### src/rtl/cpu_pkg.sv
// Shared CPU definitions used by the execute-stage multi-cycle units.
package cpu_pkg;

   localparam int DIV_CYCLES = 32;

   typedef enum logic [1:0] {
      IDLE = 2'd0,
      BUSY = 2'd1,
      DONE = 2'd2
   } div_state_e;

endpackage

### src/rtl/div_step.sv
// One radix-2 restoring division step: trial-subtract the divisor from the shifted partial remainder.
module div_step #(
   parameter int DATA_W = 32
) (
   input  logic [DATA_W:0]   rem_i,
   input  logic [DATA_W-1:0] divisor_i,
   output logic [DATA_W:0]   rem_o,
   output logic              q_bit_o
);

   logic [DATA_W:0] diff;

   // rem_i < 2*divisor, so the difference always fits and its top bit is a valid sign.
   assign diff    = rem_i - {1'b0, divisor_i};
   assign q_bit_o = ~diff[DATA_W];
   assign rem_o   = q_bit_o ? diff : rem_i;

endmodule

### src/rtl/div_unit.sv
// Multi-cycle DIV/DIVU unit for the EX stage: 32 restoring steps on magnitudes, then sign correction.
//   state | meaning
//   IDLE  | waiting for a divide; ex_ok_o = ~start_i
//   BUSY  | one quotient bit per cycle, pipeline held
//   DONE  | results valid, held until the instruction leaves EX
module div_unit
   import cpu_pkg::*;
#(
   parameter int DATA_W = 32
) (
   input  logic              clk_i,
   input  logic              resetn_i,
   input  logic              start_i,
   input  logic              signed_i,
   input  logic [DATA_W-1:0] dividend_i,
   input  logic [DATA_W-1:0] divisor_i,
   input  logic              pipe_stall_i,
   input  logic              flush_i,
   output logic              ex_ok_o,
   output logic [DATA_W-1:0] hi_o,
   output logic [DATA_W-1:0] lo_o
);

   div_state_e        state_q, state_d;
   logic [5:0]        cnt_q, cnt_d;
   logic [DATA_W:0]   rem_q, rem_d;
   logic [DATA_W-1:0] quot_q, quot_d;
   logic [DATA_W-1:0] dvsr_q, dvsr_d;
   logic [DATA_W-1:0] hi_q, hi_d;
   logic [DATA_W-1:0] lo_q, lo_d;
   logic              q_neg_q, q_neg_d;
   logic              r_neg_q, r_neg_d;
   logic              sgn_q, sgn_d;

   logic [DATA_W-1:0] dvd_abs, dvs_abs, quot_step;
   logic [DATA_W:0]   rem_shift, rem_step;
   logic              q_bit, div_zero, last_step;

   assign dvd_abs   = (signed_i && dividend_i[DATA_W-1]) ? -dividend_i : dividend_i;
   assign dvs_abs   = (signed_i && divisor_i[DATA_W-1])  ? -divisor_i  : divisor_i;
   assign div_zero  = (divisor_i == '0);
   assign last_step = (cnt_q == 6'(DIV_CYCLES - 1));

   // The dividend magnitude sits in quot_q and is shifted out MSB-first as quotient bits shift in.
   assign rem_shift = {rem_q[DATA_W-1:0], quot_q[DATA_W-1]};
   assign quot_step = {quot_q[DATA_W-2:0], q_bit};

   div_step #(.DATA_W(DATA_W)) u_div_step (
      .rem_i     (rem_shift),
      .divisor_i (dvsr_q),
      .rem_o     (rem_step),
      .q_bit_o   (q_bit)
   );

   always_ff @(posedge clk_i or negedge resetn_i) begin
      if (!resetn_i) begin
         state_q <= IDLE;
         cnt_q   <= '0;
         rem_q   <= '0;
         quot_q  <= '0;
         dvsr_q  <= '0;
         hi_q    <= '0;
         lo_q    <= '0;
         q_neg_q <= 1'b0;
         r_neg_q <= 1'b0;
         sgn_q   <= 1'b0;
      end else begin
         state_q <= state_d;
         cnt_q   <= cnt_d;
         rem_q   <= rem_d;
         quot_q  <= quot_d;
         dvsr_q  <= dvsr_d;
         hi_q    <= hi_d;
         lo_q    <= lo_d;
         q_neg_q <= q_neg_d;
         r_neg_q <= r_neg_d;
         sgn_q   <= sgn_d;
      end
   end

   always_comb begin
      state_d = state_q;
      if (flush_i) begin
         state_d = IDLE;
      end else begin
         case (state_q)
            IDLE:    if (start_i) state_d = div_zero ? DONE : BUSY;
            BUSY:    if (last_step) state_d = DONE;
            DONE:    if (!pipe_stall_i) state_d = IDLE;
            default: state_d = IDLE;
         endcase
      end
   end

   always_comb begin
      cnt_d   = cnt_q;
      rem_d   = rem_q;
      quot_d  = quot_q;
      dvsr_d  = dvsr_q;
      hi_d    = hi_q;
      lo_d    = lo_q;
      q_neg_d = q_neg_q;
      r_neg_d = r_neg_q;
      sgn_d   = sgn_q;
      if (!flush_i) begin
         if (state_q == IDLE && start_i) begin
            if (div_zero) begin
               hi_d = dividend_i;
               lo_d = '1;
            end else begin
               cnt_d   = '0;
               rem_d   = '0;
               quot_d  = dvd_abs;
               dvsr_d  = dvs_abs;
               q_neg_d = signed_i && (dividend_i[DATA_W-1] ^ divisor_i[DATA_W-1]);
               r_neg_d = dividend_i[DATA_W-1];
               sgn_d   = signed_i;
            end
         end else if (state_q == BUSY) begin
            cnt_d  = cnt_q + 6'd1;
            rem_d  = rem_step;
            quot_d = quot_step;
            if (last_step) begin
               lo_d = q_neg_q ? -quot_step : quot_step;
               hi_d = (r_neg_q && sgn_q) ? -rem_step[DATA_W-1:0] : rem_step[DATA_W-1:0];
            end
         end
      end
   end

   // A pending flush must never be stalled by the divider.
   always_comb begin
      ex_ok_o = 1'b1;
      if (!flush_i) begin
         case (state_q)
            IDLE:    ex_ok_o = ~start_i;
            BUSY:    ex_ok_o = 1'b0;
            default: ex_ok_o = 1'b1;
         endcase
      end
   end

   assign hi_o = hi_q;
   assign lo_o = lo_q;

endmodule

### config.mk
export PLATFORM = sky130hd
export DESIGN_NAME = div_unit
export DESIGN_NICKNAME = d
export VERILOG_FILES = /design/src/rtl/cpu_pkg.sv /design/src/rtl/div_step.sv /design/src/rtl/div_unit.sv
export SDC_FILE = /design/constraint.sdc
export NUM_CORES = 1
export LEC_CHECK = 0
export ABC_CLOCK_PERIOD_IN_PS = 5730
export BUFFER_PORTS_ARGS = -buffer_cell sky130_fd_sc_hd__buf_2
export CORE_AREA = 2 2 147 149
export CTS_BUF_LIST = sky130_fd_sc_hd__clkbuf_16
export CTS_CLUSTER_DIAMETER = 30
export DETAILED_ROUTE_END_ITERATION = 8
export DIE_AREA = 0 0 149 151
export GPL_ROUTABILITY_DRIVEN = 0
export PLACE_DENSITY = 0.77
export SYNTH_ARGS = -nofsm -noshare
export SYNTH_HDL_FRONTEND = slang
export SYNTH_SLANG_ARGS = --single-unit
### constraint.sdc
create_clock -name clk_i -period 5.73 [get_ports clk_i]
set_clock_uncertainty 0.05 [all_clocks]
set_input_delay 0.573 -clock clk_i [delete_from_list [all_inputs] [get_ports clk_i]]
set_output_delay 0.573 -clock clk_i [all_outputs]
set_load 0.03 [all_outputs]
==> results.py <==
metrics = {
    "outcome": {
        "status": "finished, final reports clean",
    },
    "timing": {
        "hold_violations": 0,
        "finalSetupViolations": 0,
        "tns_ns": 0,
        "max-slew-margin-rel_pct": 25.4,
        "finalCriticalPeriod_ns": 4.99,
        "drv_slew": 0,
        "max_freq_ghz": 0.200,
        "fin_crit_sh_pct": 87.1,
        "grt_setup_unrepaired": "no",
        "tightest_slew_ns": 1.11,
    },
    "floorplan": {
        "std_cell_rows": 53,
        "core_area_mm2": 0.0208,
        "dieArea_mm2": 0.0225,
        "die_x_um": 149,
        "die_h_um": 151,
        "initial_core_util_pct": 59.5,
        "boundaryPins": 135,
    },
    "cts": {
        "clockBufferDepth": 2,
        "clk_latency_ns": 0.44,
        "cts.sinks": 171,
        "cts_resized": 0,
        "postCtsHoldBufs": 0,
        "h-tree-depth": 4,
        "cts_setup_buffers": 0,
        "cts-root-buf": "clkbuf_16",
        "cts_tree": "done",
        "cts_made_buffers": 17,
        "clk_pin_slew_ns": 0.07,
    },
    "drt": {
        "vias": 11800,
        "drt.antenna.violating_nets": 0,
        "dr.pass1.iters": 6,
        "drc": 0,
        "viasPerCell": 6.19,
        "drt-initial-drc-count": 1220,
        "wire_per_inst_um": 18.7,
        "wirelength_um": 35600,
    },
    "global_routing": {
        "grt_pass1_wl_um": 56900,
        "grt_use_total_pct": 32.1,
        "grt_pass1_vias": 10700,
        "grt_max_degree": 93,
        "antenna_found_initial": 0,
        "grt_remaining_overflow": 0,
    },
    "flow_run": {
        "maxCapViolations": 0,
    },
    "logic_synthesis": {
        "ys_types": 78,
        "yosys-top-cells-count": "nand2_1 (173), dfrtp_1 (171), a21oi_1 (168), nor2_1 (168), o21ai_0 (142)",
        "yosys.area.top_type": "dfrtp_1",
        "synthFlopType": "dfrtp_1",
        "ys_seq_area_share_pct": 34.5,
        "synth-async-reset-ratio_pct": 100,
        "synth_edf_count": 0,
        "synth_area_leaders": "dfrtp_1 (35%), a21oi_1 (6.8%), o21ai_0 (5.7%), xor2_1 (5.4%), nand2_1 (5.2%)",
        "yosysWarnings": 0,
        "syn_inst": 1537,
        "synth_top_cell_area_share_pct": 34.5,
        "ys_seq_elements": 171,
        "synthesis.area_mm2": 0.0124,
        "yosysMostFrequentCell": "nand2_1",
        "avgSynthCellArea_um2": 8.07,
        "syn-num-nets": 1645,
    },
    "power": {
        "powerDensity_mw_per_mm2": 442,
        "power_w": 0.00607,
        "peakVddDrop_mv": 0.280,
        "cellLeakagePower_nw": 6.24,
    },
    "finish": {
        "drive_gt1_share_pct": 13.2,
        "fin_nets": 1725,
        "final_util_pct": 66.0,
        "area_growth_pct": 10.8,
        "fill_cells": 1826,
    },
    "critical_path": {
        "cp_cell_sequence": "inv_1, ha_1, inv_1, fa_1, a211oi_1, o211ai_1, nand3b_1, a21boi_1, o211a_4, inv_1, buf_4, ha_1, nand2b_1, or3_1, nand2b_1, nand2b_1, nand2b_1, o31ai_1, xor2_1, a31oi_1",
        "startpoint": "quot_q[31]",
        "cpMostUsedCell": "nand2b_1",
        "required_ns": 5.94,
        "cp-end-kind": "register",
        "crit_type": "register to register",
        "path_max_fanout": 30,
        "arrival_ns": 5.20,
        "slowest_delay_ns": 0.43,
        "start_kind": "register",
        "slowest_stage": "dfrtp_1",
        "r2r_start": "quot_q[31]",
    },
    "place": {
        "place_hpwl_um": 26800,
        "io_buffers": 134,
    },
    "min_path": {
        "hold_class": "input pin to asynchronous set/reset pin",
    },
}
[critical path: cells and delay by family (launching register included)]
kind	cells	cell delay [ns]
AOI/OAI and AO/OA	6	1.37
xor gates and xnor gates	1	0.17
adders and majority gates	3	0.83
buffers and inverters	4	0.56
DFF	1	0.43
and+or+nand+nor	6	1.39
[cells in the final DEF (no fill, tap or decap), types with 27 or more instances in the layout]
cell / count
nor2_1: 168
buf_2: 133
xnor2_1: 60
dfrtp_1: 171
a31oi_1: 34
ha_1: 37
o21ai_0: 142
nor3_1: 27
mux2i_1: 27
nand2_1: 173
a21oi_1: 167
xor2_1: 76
inv_1: 58
[metrics by stage]
stage,instance area (um^2),std cells,setup WS [ns],hold slack (ns)
3_3_place_gp,13200,1873,1.02,0.410
2_1_floorplan,12400,1537,1.34,0.227
5_1_grt,13700,1905,0.475,0.0850
3_5_place_dp,13200,1873,0.861,0.419
6_report,13700,1906,0.739,0.0393
4_1_cts,13700,1905,0.805,0.0629
[state kept, by name (all words and copies together), names as in the netlist]
register / count
hi_o: 32
sgn_q: 1
dvsr_q: 32
r_neg_q: 1
rem_q: 32
quot_q: 32
cnt_q: 6
state_q: 2
q_neg_q: 1
lo_o: 32
[final cells by class]
type                       count  area [um^2]  area share [%]
tap                          275          344            2.50
antenna                        1         2.50          0.0182
clock buffer                  17          425            3.10
clock inverter                15          154            1.12
timing repair buffer         143          769            5.60
sequential                   171         4280            31.1
inverter                      58          218            1.58
multi-input combinational   1226         7550            54.9
[path summary, 6_finish.rpt]
kind	endpoint	cells past startpoint	slack, ns
min reg2reg	hi_o[11]	2	0.43
min in group clk_i	state_q[1]	3	0.37
max	lo_o[28]	20	0.74
max reg2reg	lo_o[28]	20	0.74
max in group asynchronous	rem_q[27]	2	4.27
min	hi_o[12]	1	0.04
[metal layers]
layer | global-route usage (%) | part of all wire (%) | vias up
met5 | 0 | 0 | -
met4 | 13.6 | 4.2 | 0
met3 | 4.19 | 8.0 | 99
met2 | 52.3 | 46 | 565
met1 | 43.2 | 42 | 5497
li1 | - | - | 5638
[power breakdown]
| part | total (W) | switching (W) | internal (W) | leakage [nW] |
|---|---|---|---|---|
| Sequential | 0.00164 | 0.000249 | 0.00139 | 2.25 |
| Clock | 0.00115 | 0.000564 | 0.000582 | 0.285 |
| Combinational | 0.00329 | 0.00205 | 0.00124 | 3.71 |
[cells by family (layout without fill, tap and decap cells)]
kind of cell | Yosys count | in the layout | share of synthesized area, %
muxes | 37 | 37 | 3.18
buffers and inverters | 140 | 233 | 4.81
AOI/OAI and AO/OA | 489 | 489 | 23.8
and+or+nand+nor | 526 | 526 | 20.2
xor gates and xnor gates | 136 | 136 | 9.61
adders and majority gates | 38 | 38 | 3.90
other | 0 | 1 | 0
DFF | 171 | 171 | 34.5
(Power assumes the default switching activity.)
